### src/rtl/if_fetch_pkg.sv
// Shared constants and types for the IF stage: stall-bus encoding, bus widths
// and the ID-side hold buffer state type.
package if_fetch_pkg;

    localparam logic [31:0] RESET_PC_DEFAULT = 32'hBFC0_0000;
    localparam int          STALL_W_DEFAULT  = 6;

    // Stall bus bit encoding: a set bit stops that pipeline register
    localparam logic STOP    = 1'b1;
    localparam logic NO_STOP = 1'b0;

    localparam int STALL_PC    = 0;   // PC register hold
    localparam int STALL_IF_ID = 1;   // IF/ID register hold
    localparam int STALL_ID    = 2;   // ID stage hold

    localparam int BR_WD       = 33;  // {br_e, br_addr[31:0]}
    localparam int IF_TO_ID_WD = 33;  // {ce, pc[31:0]}

    // Instruction hold buffer: PASS forwards SRAM data, HOLD replays a captured word
    typedef enum logic {
        HOLD_PASS = 1'b0,
        HOLD_HOLD = 1'b1
    } hold_st_e;

endpackage

### src/rtl/if_fetch_if.sv
// Bundle of every IF-stage signal except clock and reset.
// Flow control: there is no valid/ready pair; downstream stages throttle IF
// only through the stall bus, where a STOP bit freezes the corresponding
// pipeline register at the next rising edge, and if_to_id_bus[32] / id_inst_valid
// act as the valid qualifiers for the PC and instruction word respectively.
interface if_fetch_if #(
    parameter int STALL_W = 6
);
    import if_fetch_pkg::*;

    logic [STALL_W-1:0]     stall;
    logic [BR_WD-1:0]       br_bus;
    logic [IF_TO_ID_WD-1:0] if_to_id_bus;
    logic                   inst_sram_en;
    logic [3:0]             inst_sram_wen;
    logic [31:0]            inst_sram_addr;
    logic [31:0]            inst_sram_wdata;
    logic [31:0]            inst_sram_rdata;
    logic [31:0]            id_inst;
    logic                   id_inst_valid;
    hold_st_e               hold_st;        // debug view of the hold buffer FSM

    modport master (
        input  stall, br_bus, inst_sram_rdata,
        output if_to_id_bus, inst_sram_en, inst_sram_wen, inst_sram_addr,
               inst_sram_wdata, id_inst, id_inst_valid, hold_st
    );

    modport slave (
        output stall, br_bus, inst_sram_rdata,
        input  if_to_id_bus, inst_sram_en, inst_sram_wen, inst_sram_addr,
               inst_sram_wdata, id_inst, id_inst_valid, hold_st
    );

endinterface

### src/rtl/if_fetch_inst_hold_buf.sv
// ID-side instruction holder: tracks whether ID holds a real instruction and
// keeps the fetched word stable while ID is stalled, since the synchronous SRAM
// moves on to the next address as soon as the stall begins.
module if_fetch_inst_hold_buf
    import if_fetch_pkg::*;
(
    input  logic        clk,
    input  logic        rst,
    input  logic        stall_if_id,
    input  logic        stall_id,
    input  logic        ce,
    input  logic [31:0] rdata,
    output logic [31:0] id_inst,
    output logic        id_inst_valid,
    output hold_st_e    hold_st
);

    hold_st_e    state_r;
    hold_st_e    state_n;
    logic        capture;
    logic [31:0] hold_buf;
    logic        id_v;

    // Next state: enter HOLD when both IF/ID and ID are frozen, leave as soon as either runs
    always_comb begin
        state_n = state_r;
        capture = 1'b0;
        case (state_r)
            HOLD_PASS: begin
                if (stall_if_id == STOP && stall_id == STOP) begin
                    state_n = HOLD_HOLD;
                    capture = 1'b1;
                end
            end
            HOLD_HOLD: begin
                if (stall_if_id == NO_STOP || stall_id == NO_STOP) begin
                    state_n = HOLD_PASS;
                end
            end
            default: state_n = HOLD_PASS;
        endcase
    end

    // State register
    always_ff @(posedge clk or posedge rst) begin
        if (rst) begin
            state_r <= HOLD_PASS;
        end else begin
            state_r <= state_n;
        end
    end

    // Capture the word on HOLD entry only; later SRAM data is ignored until release
    always_ff @(posedge clk or posedge rst) begin
        if (rst) begin
            hold_buf <= 32'h0;
        end else if (capture) begin
            hold_buf <= rdata;
        end
    end

    // Valid follows the ID register load rule: bubble, load from IF, or hold
    always_ff @(posedge clk or posedge rst) begin
        if (rst) begin
            id_v <= 1'b0;
        end else if (stall_if_id == STOP && stall_id == NO_STOP) begin
            id_v <= 1'b0;
        end else if (stall_if_id == NO_STOP) begin
            id_v <= ce;
        end
    end

    // Output mux; a bubble presents all-zero, which decodes as a harmless sll $0
    always_comb begin
        id_inst = 32'h0;
        if (id_v) begin
            id_inst = (state_r == HOLD_HOLD) ? hold_buf : rdata;
        end
    end

    assign id_inst_valid = id_v;
    assign hold_st       = state_r;

endmodule

### src/rtl/if_fetch.sv
// IF stage: owns the PC, issues instruction SRAM reads, applies branch/jump
// redirects (remembering one that arrives while the PC is held) and hands the
// fetched word to ID through the hold buffer.
module if_fetch
    import if_fetch_pkg::*;
#(
    parameter logic [31:0] RESET_PC = RESET_PC_DEFAULT,
    parameter int          STALL_W  = STALL_W_DEFAULT
) (
    input  logic       clk,
    input  logic       rst,
    if_fetch_if.master bus
);

    logic [31:0] pc_r;
    logic        ce_r;
    logic        br_pend;
    logic [31:0] pend_addr;
    logic [31:0] next_pc;
    logic        br_e;
    logic [31:0] br_addr;
    logic        unused_stall;

    assign {br_e, br_addr} = bus.br_bus;

    // Only the low stall bits concern IF; the rest belong to later stages
    assign unused_stall = ^bus.stall;

    // Fresh redirect beats a remembered one, which beats sequential fetch
    always_comb begin
        next_pc = pc_r + 32'd4;
        if (br_e) begin
            next_pc = br_addr;
        end else if (br_pend) begin
            next_pc = pend_addr;
        end
    end

    // PC advance or hold; a redirect seen during a hold is parked until release
    always_ff @(posedge clk or posedge rst) begin
        if (rst) begin
            pc_r      <= RESET_PC - 32'd4;
            ce_r      <= 1'b0;
            br_pend   <= 1'b0;
            pend_addr <= 32'h0;
        end else if (bus.stall[STALL_PC] == NO_STOP) begin
            pc_r    <= next_pc;
            ce_r    <= 1'b1;
            br_pend <= 1'b0;
        end else if (br_e) begin
            br_pend   <= 1'b1;
            pend_addr <= br_addr;
        end
    end

    // SRAM read port is driven purely from registers, so br_bus never reaches it combinationally
    assign bus.inst_sram_en    = ce_r;
    assign bus.inst_sram_wen   = 4'b0000;
    assign bus.inst_sram_addr  = pc_r;
    assign bus.inst_sram_wdata = 32'h0;
    assign bus.if_to_id_bus    = {ce_r, pc_r};

    if_fetch_inst_hold_buf u_hold_buf (
        .clk           (clk),
        .rst           (rst),
        .stall_if_id   (bus.stall[STALL_IF_ID]),
        .stall_id      (bus.stall[STALL_ID]),
        .ce            (ce_r),
        .rdata         (bus.inst_sram_rdata),
        .id_inst       (bus.id_inst),
        .id_inst_valid (bus.id_inst_valid),
        .hold_st       (bus.hold_st)
    );

endmodule

### src/flat_wrapper.sv
// flat-port wrapper written by rule: the top's interface ports become plain ports
module if_fetch_flat import if_fetch_pkg::*;
#(
    parameter logic [31:0] RESET_PC = RESET_PC_DEFAULT,
    parameter int          STALL_W  = STALL_W_DEFAULT
)
  (clk, rst, bus_stall, bus_br_bus, bus_inst_sram_rdata, bus_if_to_id_bus, bus_inst_sram_en, bus_inst_sram_wen, bus_inst_sram_addr, bus_inst_sram_wdata, bus_id_inst, bus_id_inst_valid, bus_hold_st);
  if_fetch_if #(.STALL_W(STALL_W)) bus_i ();
  input  logic clk;
  input  logic rst;
  input wire logic [$bits(bus_i.stall)-1:0] bus_stall;
  input wire logic [$bits(bus_i.br_bus)-1:0] bus_br_bus;
  input wire logic [$bits(bus_i.inst_sram_rdata)-1:0] bus_inst_sram_rdata;
  output wire logic [$bits(bus_i.if_to_id_bus)-1:0] bus_if_to_id_bus;
  output wire logic [$bits(bus_i.inst_sram_en)-1:0] bus_inst_sram_en;
  output wire logic [$bits(bus_i.inst_sram_wen)-1:0] bus_inst_sram_wen;
  output wire logic [$bits(bus_i.inst_sram_addr)-1:0] bus_inst_sram_addr;
  output wire logic [$bits(bus_i.inst_sram_wdata)-1:0] bus_inst_sram_wdata;
  output wire logic [$bits(bus_i.id_inst)-1:0] bus_id_inst;
  output wire logic [$bits(bus_i.id_inst_valid)-1:0] bus_id_inst_valid;
  output wire logic [$bits(bus_i.hold_st)-1:0] bus_hold_st;
  assign bus_i.stall = bus_stall;
  assign bus_i.br_bus = bus_br_bus;
  assign bus_i.inst_sram_rdata = bus_inst_sram_rdata;
  assign bus_if_to_id_bus = bus_i.if_to_id_bus;
  assign bus_inst_sram_en = bus_i.inst_sram_en;
  assign bus_inst_sram_wen = bus_i.inst_sram_wen;
  assign bus_inst_sram_addr = bus_i.inst_sram_addr;
  assign bus_inst_sram_wdata = bus_i.inst_sram_wdata;
  assign bus_id_inst = bus_i.id_inst;
  assign bus_id_inst_valid = bus_i.id_inst_valid;
  assign bus_hold_st = bus_i.hold_st;
  if_fetch #(.RESET_PC(RESET_PC), .STALL_W(STALL_W)) u_core (.clk(clk), .rst(rst), .bus(bus_i));
endmodule
### config.mk
export PLATFORM = sky130hd
export DESIGN_NAME = if_fetch_flat
export DESIGN_NICKNAME = d
export VERILOG_FILES = /design/src/rtl/if_fetch_pkg.sv /design/src/rtl/if_fetch_if.sv /design/src/rtl/if_fetch_inst_hold_buf.sv /design/src/rtl/if_fetch.sv /design/src/flat_wrapper.sv
export SDC_FILE = /design/constraint.sdc
export NUM_CORES = 1
export LEC_CHECK = 0
export BUFFER_PORTS_ARGS = -buffer_cell sky130_fd_sc_hd__buf_4
export CAP_MARGIN = 20
export CORE_UTILIZATION = 40
export DETAILED_ROUTE_END_ITERATION = 10
export PLACE_DENSITY_LB_ADDON = 0.05
export SYNTH_ARGS = -nofsm -noshare
export SYNTH_HDL_FRONTEND = slang
export SYNTH_SLANG_ARGS = --single-unit
### constraint.sdc
create_clock -name clk -period 2.7 [get_ports clk]
set_input_delay 0.27 -clock clk [delete_from_list [all_inputs] [get_ports clk]]
set_output_delay 0.27 -clock clk [all_outputs]
set_load 0.05 [all_outputs]
==> results.json, run 1 <==
{
  "status": "finished, final reports clean",
  "p_leak_nw": 3.22,
  "core_sq_um": 14500,
  "grt_pass1_wl_mm": 24.3,
  "die_w_um": 124,
  "hold_viol": 0,
  "relSlewSlack": 0.412,
  "cp_slowest_stage_delay_ps": 610,
  "cts_tree": "done",
  "clock_path_buffers": 2,
  "synth_ff_type": "dfrtp_1",
  "setup-tns-final_ps": 0,
  "cts.repair.resized": 0,
  "fin_crit_sh": 0.877,
  "max_slew.worst_pin.slew_ps": 882,
  "rsz0062_at_grt": "no",
  "postSynthCellCount": 577,
  "dieArea_sq_um": 15400,
  "timing_worst_setup_path_type": "register to register",
  "cp-endpoint": "u_core.bus.inst_sram_addr[30]",
  "avgSynthCellArea_sq_um": 10.4,
  "overflow": 0,
  "grt_pass1_vias": 4690,
  "cts_htree_levels": 3,
  "critPathSlowestCell": "dfstp_2",
  "ys_types": 61,
  "worstPathArrival_ps": 2630,
  "r2r_start": "u_core.bus.inst_sram_addr[2]",
  "io_buffers": 169,
  "die_height_um": 124,
  "fmax_ghz": 0.422,
  "async_flop_share": 1.00,
  "period_needed_ps": 2370,
  "total_power_mw": 5.26,
  "maxCapViolations": 0,
  "startpoint": "u_core.bus.inst_sram_addr[2]",
  "drt-total-wl_mm": 15.0,
  "hp-class": "input pin to asynchronous set/reset pin",
  "wire_per_inst_um": 16.8,
  "placed_cell_area_sq_um": 7000,
  "fin_skew_ps": 3.69,
  "ff2ff_path_depth": 5,
  "ys_warn_count": 0,
  "grt_use_total": 0.196,
  "endpoint_kind": "register",
  "antenna_cells": 0,
  "synth_enable_flop_cells": 0,
  "cts_hold_repair.buffers": 0,
  "layout_setup_ws_ps": 332,
  "grt_max_degree": 57,
  "powerDensity_nw_per_um2": 716,
  "seq_area_frac_synth": 0.425,
  "root_buffer": "clkbuf_16",
  "path_cells": "ha_1 -> and4_1 -> nand4_1 -> o311a_1 -> a211oi_1",
  "final_antenna_net_count": 0,
  "place_ws_ps": 319,
  "cp_max_fo": 9,
  "nNetsFinal": 773,
  "utilization": 0.505,
  "antenna_found_initial": 0,
  "dp_hpwl_mm": 10.5,
  "cts.sinks": 100,
  "initial_core_util": 0.411,
  "routabilityCongestion": 0.799,
  "r2r_setup_slack_ps": 330,
  "dr.pass1.iters": 5,
  "postLayoutCellArea_sq_um": 7340,
  "cts_setup_buffers": 0,
  "synth_area_sq_um": 5970,
  "start_kind": "register",
  "clock_latency_ps": 350,
  "io_pins": 209,
  "r2r-end": "u_core.bus.inst_sram_addr[30]",
  "peakVddDrop_mv": 0.286,
  "area_growth_syn_to_layout_pct": 22.9,
  "cp.required_ps": 2960,
  "yosys_register_bits": 100,
  "cts-buffers-inserted": 9,
  "drive_above_1_share": 0.422,
  "rows": 44,
  "setup-violations-final": 0,
  "via_count": 4768,
  "drv_slew": 0,
  "vias_per_cell": 5.37,
  "final_common_cell": "buf_4",
  "clkTransAtPathRegs_ps": 70,
  "nFillCells": 1331,
  "drcViolationCount": 0,
  "final_cell_mix": "buf_4, dfrtp_1, mux2_2, conb_1",
  "drt_iter0_drc": 243
}
[sequential cells by signal, summed over array words and instances, names as in the netlist]
register / cells
u_core.u_hold_buf.hold_st: 1
u_core.bus.inst_sram_en: 1
u_core.bus.inst_sram_addr: 32
u_core.u_hold_buf.hold_buf: 32
u_core.pend_addr: 32
u_core.u_hold_buf.id_inst_valid: 1
u_core.br_pend: 1
[through the flow]
step           hold slack, ps  cells
3_3_place_gp              394    872
6_report                 9.32    888
2_1_floorplan             379    612
4_1_cts                  32.5    888
3_5_place_dp              405    872
5_1_grt                  59.2    888
[layout make-up]
cell class	count	area (sq um)	share of cell area
Inverter	14	56.3	0.00767
Clock inverter	7	115	0.0157
Multi-Input combinational cell	393	2810	0.382
Clock buffer	9	225	0.0307
Sequential cell	100	2540	0.346
Tap cell	184	230	0.0314
Timing Repair Buffer	181	1370	0.187
[synthesized netlist by cell type, drive strengths merged (6+ instances only)]
cell type / n / share of area
a21oi: 13 / 0.011
a22oi: 9 / 0.011
and4: 6 / 0.0090
buf: 81 / 0.095
clkbuf: 24 / 0.024
dfrtp: 72 / 0.30
dfstp: 28 / 0.12
inv: 14 / 0.0088
mux2: 64 / 0.12
mux2i: 34 / 0.057
nand2: 30 / 0.019
nand3: 11 / 0.0092
nand4: 8 / 0.010
nor2: 16 / 0.010
nor2b: 33 / 0.035
nor3: 8 / 0.0067
nor4: 8 / 0.0094
o21ai: 35 / 0.029
o311ai: 8 / 0.012
or3: 8 / 0.0094
[report_power, final]
part,switching (mW),leakage [nW],internal [mW]
Combinational,1.17,1.92,0.594
Clock,0.580,0.161,0.903
Sequential,0.232,1.14,1.78
Total,1.98,3.22,3.28
[worst min path at each step]
stage,startpoint,endpoint,slack (ps)
2_1_floorplan,bus_stall[1],u_core.u_hold_buf.id_inst_valid,380
3_3_place_gp,rst,u_core.u_hold_buf.hold_buf[7],390
3_5_place_dp,rst,u_core.u_hold_buf.hold_buf[7],400
4_1_cts,rst,u_core.u_hold_buf.hold_buf[7],30
5_1_grt,rst,u_core.u_hold_buf.hold_buf[9],60
6_report,rst,u_core.u_hold_buf.hold_buf[7],9
[worst max-delay path, delay by kind of cell, from the launching register on]
family / cells / cell delay [ps]
simple gates: 2 / 700
compound gates: 2 / 690
flops: 1 / 610
fa+ha+maj: 1 / 260
[layer usage]
metal  part of all wire  GRT usage  vias up  wire (um)
met5                  0          0        -          0
met4              0.021     0.0801        0        312
met3              0.054     0.0341       24        809
met2               0.47      0.315      165       7060
met1               0.45      0.260     2331       6770
li1                   -          -     2248          -
[logic make-up after synthesis]
logic type,count (synthesis),share of synthesized area
adder cells (fa/ha/maj),1,0.00209
flip-flops,100,0.425
other,1,0.000628
buffers and inverters,119,0.128
multiplexers,98,0.178
AO/OA/AOI/OAI,116,0.133
AND/OR/NAND/NOR,142,0.134
Power figures use the tool's default switching activity.
==> run 2: changes to the inputs <==
--- a/config.mk
+++ b/config.mk
@@ -9,7 +9,7 @@
 export CAP_MARGIN = 20
 export CORE_UTILIZATION = 40
 export DETAILED_ROUTE_END_ITERATION = 10
-export PLACE_DENSITY_LB_ADDON = 0.05
+export PLACE_DENSITY_LB_ADDON = 0.2
 export SYNTH_ARGS = -nofsm -noshare
 export SYNTH_HDL_FRONTEND = slang
 export SYNTH_SLANG_ARGS = --single-unit
==> constraint.sdc (replaced) <==
create_clock -name clk -period 2.3 [get_ports clk]
set_input_delay 0.23 -clock clk [delete_from_list [all_inputs] [get_ports clk]]
set_output_delay 0.23 -clock clk [all_outputs]
set_load 0.05 [all_outputs]
==> run 2 against run 1 <==
- global-route usage about the same
- flip-flop and latch count unchanged
- critical path depth up 1
- critical endpoint unchanged
- highest routed layer unchanged
==> results.json, run 2 (same netlist as run 1, synthesis figures left out) <==
{
  "grt_pass1_wl_mm": 24.3,
  "cts_hold_repair.buffers": 0,
  "nNetsFinal": 777,
  "drive_above_1_share": 0.468,
  "grt_pass1_vias": 4555,
  "dp.cells": 876,
  "worstPathArrival_ps": 2410,
  "routabilityCongestion": 0.833,
  "via_count": 4794,
  "fin_crit_sh": 0.936,
  "clkTransAtPathRegs_ps": 70,
  "rsz0062_at_grt": "no",
  "cts_htree_levels": 3,
  "hold_viol": 0,
  "timing_worst_setup_path_type": "register to register",
  "die_w_um": 124,
  "initial_core_util": 0.411,
  "grt_use_total": 0.196,
  "place_ws_ps": 141,
  "crit_family": "flip-flops",
  "fin_skew_ps": 9.94,
  "antenna_cells": 0,
  "die_height_um": 124,
  "drt_iter0_drc": 331,
  "final_common_cell": "buf_4",
  "status": "finished, final reports clean",
  "p_leak_nw": 3.25,
  "cts_setup_buffers": 0,
  "root_buffer": "clkbuf_16",
  "io_pins": 209,
  "layout_setup_ws_ps": 146,
  "start_kind": "register",
  "path_cells": "ha_2 -> and4_1 -> nand4_1 -> buf_4 -> o311a_1 -> a211oi_1",
  "area_growth_syn_to_layout_pct": 23.7,
  "cts.repair.resized": 0,
  "antenna_found_initial": 0,
  "powerDensity_nw_per_um2": 800,
  "cp_max_fo": 9,
  "final_cell_mix": "buf_4, dfrtp_1, mux2_2, conb_1",
  "setup-tns-final_ps": 0,
  "drcViolationCount": 0,
  "fmax_ghz": 0.464,
  "total_power_mw": 5.91,
  "vias_per_cell": 5.37,
  "peakVddDrop_mv": 0.380,
  "cp.required_ps": 2560,
  "hold_ws_ps": 48.0,
  "dieArea_sq_um": 15400,
  "clock_latency_ps": 350,
  "dr.pass1.iters": 5,
  "cts_tree": "done",
  "hp-class": "input pin to asynchronous set/reset pin",
  "max_slew.worst_pin.slew_ps": 821,
  "setup-violations-final": 0,
  "grt_max_degree": 101,
  "cts-buffers-inserted": 9,
  "core_sq_um": 14500,
  "clock_path_buffers": 2,
  "endpoint_kind": "register",
  "cp_slowest_stage_delay_ps": 610,
  "relSlewSlack": 0.453,
  "period_needed_ps": 2150,
  "drt-total-wl_mm": 14.8,
  "finalNonFillerCells": 892,
  "nFillCells": 1346,
  "cts.sinks": 100,
  "critPathSlowestCell": "dfstp_2",
  "rows": 44,
  "io_buffers": 169,
  "drv_slew": 0,
  "final_antenna_net_count": 0,
  "dp_hpwl_mm": 10.3,
  "overflow": 0,
  "wire_per_inst_um": 16.6,
  "critPathBufInv": 1,
  "maxCapViolations": 0
}
[run 2: changes by cell type in the layout (fill, tap and decap cells not counted), moves of 2 or more]
| cell | previous run | this run |
|---|---|---|
| clkbuf_8 | 0 | 2 |
| buf_4 | 180 | 184 |
| bufinv_16 | 3 | 0 |
| nor2b_2 | 0 | 30 |
| nor2b_1 | 33 | 3 |
| clkinvlp_4 | 3 | 1 |
[run 2: worst paths after layout]
kind / end / depth (start not counted) / slack [ps] / startpoint
max in group asynchronous: u_core.bus.inst_sram_addr[20] / 3 / 1860 / rst
setup reg to reg: u_core.bus.inst_sram_addr[30] / 6 / 150 / u_core.bus.inst_sram_addr[2]
hold reg to reg: u_core.u_hold_buf.hold_buf[24] / 1 / 490 / u_core.u_hold_buf.hold_buf[24]
setup / recovery: u_core.bus.inst_sram_addr[30] / 6 / 150 / u_core.bus.inst_sram_addr[2]
min in group clk: u_core.u_hold_buf.id_inst_valid / 2 / 100 / bus_stall[1]
hold / removal: u_core.u_hold_buf.hold_buf[20] / 3 / 50 / rst
[run 2: report_power, final]
group / switching (mW) / total (mW) / internal [mW]
Sequential: 0.273 / 2.36 / 2.09
Combinational: 1.38 / 2.10 / 0.714
Clock: 0.659 / 1.45 / 0.790
Total: 2.32 / 5.91 / 3.59
[run 2: routing by layer]
layer	track usage	vias up	part of all wire
met4	0.0723	0	0.015
met3	0.0345	18	0.060
met5	0	-	0
met2	0.302	209	0.47
li1	-	2255	-
met1	0.274	2312	0.45
[run 2: stage by stage]
stage	util	area, sq um
after global routing	0.508	7390
final	0.508	7390
after floorplan	-	6180
after detailed placement	0.489	7110
after global placement	0.489	7110
after CTS	0.508	7390
[run 2: final cells by class]
class                   instances  area, sq um  share of cell area
multi-input cells             393         2880               0.390
flip-flops and latches        100         2540               0.344
repair buffers                185         1400               0.190
clock buffers                  12          256              0.0347
well taps                     184          230              0.0312
inverters                      14         56.3             0.00762
clock inverters                 4         23.8             0.00322
[run 2: worst min-delay path: stages]
cell and delay, ps:
buf_4 120, clkinvlp_4 70, buf_12 430
==> run 3: changes to the inputs <==
--- a/config.mk
+++ b/config.mk
@@ -5,7 +5,7 @@
 export SDC_FILE = /design/constraint.sdc
 export NUM_CORES = 1
 export LEC_CHECK = 0
-export BUFFER_PORTS_ARGS = -buffer_cell sky130_fd_sc_hd__buf_4
+export BUFFER_PORTS_ARGS = -buffer_cell sky130_fd_sc_hd__buf_2
 export CAP_MARGIN = 20
 export CORE_UTILIZATION = 40
 export DETAILED_ROUTE_END_ITERATION = 10
==> run 3 against run 2 <==
- sequential power hardly changed
- flip-flop and latch count stayed put
- global-route usage hardly changed
- final cell count is 0.22% higher
- non-clock buffer count is 2 higher
==> results.json, run 3 (same netlist as run 1, synthesis figures left out) <==
{
  "status": "finished, final reports clean",
  "cts.sinks": 100,
  "dp_hpwl_mm": 10.3,
  "area_growth_syn_to_layout_pct": 17.1,
  "maxCapViolations": 0,
  "cp_max_fo": 5,
  "rsz0062_at_grt": "no",
  "clkTransAtPathRegs_ps": 60,
  "root_buffer": "clkbuf_16",
  "cts-buffers-inserted": 9,
  "power.switching_mw": 2.29,
  "utilization": 0.481,
  "rows": 44,
  "routabilityCongestion": 0.879,
  "grt_max_degree": 101,
  "powerDensity_nw_per_um2": 823,
  "vias_per_cell": 5.35,
  "nNetsFinal": 779,
  "drcViolationCount": 0,
  "initial_core_util": 0.411,
  "r2r_setup_slack_ps": 260,
  "grt_pass1_vias": 4610,
  "drt_iter0_drc": 321,
  "overflow": 0,
  "fmax_ghz": 0.490,
  "cp.required_ps": 2550,
  "fin_skew_ps": 10.1,
  "period_needed_ps": 2040,
  "final_cell_mix": "buf_2, dfrtp_1, mux2_2, conb_1",
  "dr.pass1.iters": 4,
  "power_frac_seq": 0.409,
  "core_sq_um": 14500,
  "ff2ff_path_depth": 6,
  "cts.repair.resized": 0,
  "wire_per_inst_um": 16.5,
  "clock_power_share": 0.254,
  "antenna_cells": 0,
  "drv_slew": 0,
  "hold_viol": 0,
  "drive_above_1_share": 0.465,
  "setup-tns-final_ps": 0,
  "switching_share": 0.397,
  "grt_pass1_wl_mm": 24.4,
  "place_ws_ps": 264,
  "cts_hold_repair.buffers": 0,
  "drt-total-wl_mm": 14.7,
  "timing_worst_setup_path_type": "register to register",
  "p_int_mw": 3.47,
  "cts_htree_levels": 3,
  "fin_crit_sh": 0.887,
  "layout_setup_ws_ps": 259,
  "dieArea_sq_um": 15400,
  "antenna_found_initial": 0,
  "via_count": 4783,
  "io_pins": 209,
  "hp-class": "input pin to asynchronous set/reset pin",
  "io_buffers": 169,
  "grt_use_total": 0.196,
  "start_kind": "register",
  "final_antenna_net_count": 0,
  "peakVddDrop_mv": 0.364,
  "die_w_um": 124,
  "relSlewSlack": 0.459,
  "max_slew.worst_pin.slew_ps": 812,
  "clock_latency_ps": 350,
  "cts_tree": "done",
  "worstPathArrival_ps": 2300,
  "clock_path_buffers": 2,
  "die_height_um": 124,
  "pwr-share-comb": 0.337,
  "cts_setup_buffers": 0,
  "r2r-end": "u_core.bus.inst_sram_addr[18]",
  "p_leak_nw": 3.15,
  "nFillCells": 1373,
  "endpoint_kind": "register",
  "r2r_start": "u_core.bus.inst_sram_addr[2]",
  "final_common_cell": "buf_2",
  "setup-violations-final": 0
}
run 3: changes by cell type in the layout (fill, tap and decap cells not counted), sizes merged:
cell	before	now
clkbuf	12	15
buf	185	187
clkinv	4	1
run 3: power groups by stage:
stage	clock network, mW	registers (mW)	logic, mW
after detailed placement	0	2.38	1.95
after floorplan	0	2.61	1.42
after CTS	1.52	2.35	1.96
after global placement	0	2.36	1.93
after global routing	1.58	2.40	2.06
final	1.46	2.35	1.94
run 3: worst max path at each step:
stage,cells past startpoint,to,startpoint,slack (ps)
after floorplan,4,bus_id_inst[10],u_core.u_hold_buf.hold_st,110
after global routing,6,u_core.bus.inst_sram_addr[18],u_core.bus.inst_sram_addr[2],80
after detailed placement,6,u_core.bus.inst_sram_addr[18],u_core.bus.inst_sram_addr[2],260
after global placement,6,u_core.bus.inst_sram_addr[30],u_core.bus.inst_sram_addr[2],270
after CTS,2,bus_id_inst[16],u_core.u_hold_buf.id_inst_valid,220
final,6,u_core.bus.inst_sram_addr[18],u_core.bus.inst_sram_addr[2],260
run 3: per-layer routing:
metal | routed length (um) | vias up | global-route usage
li1 | - | 2265 | -
met1 | 6910 | 2320 | 0.266
met2 | 6760 | 178 | 0.309
met3 | 754 | 20 | 0.0289
met4 | 308 | 0 | 0.0843
met5 | 0 | - | 0
run 3: final cells by class:
type,count,area (sq um),share of cell area
Timing Repair Buffer,187,1010,0.144
Sequential cell,100,2540,0.363
Clock inverter,1,5.00,0.000716
Clock buffer,15,278,0.0397
Inverter,14,56.3,0.00805
Multi-Input combinational cell,393,2880,0.412
Tap cell,184,230,0.0329
run 3: worst max-delay path: stages (launching register included):
cell,delay [ps]
dfstp_2,530
ha_1,230
nand4_1,240
nor4_1,420
buf_4,200
nand2_1,130
o221ai_1,200
run 3: stage by stage:
step           power [mW]  instance area, sq um  hold WS, ps  instances
6_report             5.76                  6990         38.7        894
5_1_grt              6.04                  6990         99.8        894
4_1_cts              5.82                  6990         65.8        894
3_5_place_dp         4.33                  6710          442        878
3_3_place_gp         4.29                  6710          436        878
2_1_floorplan        4.03                  6180          339        612
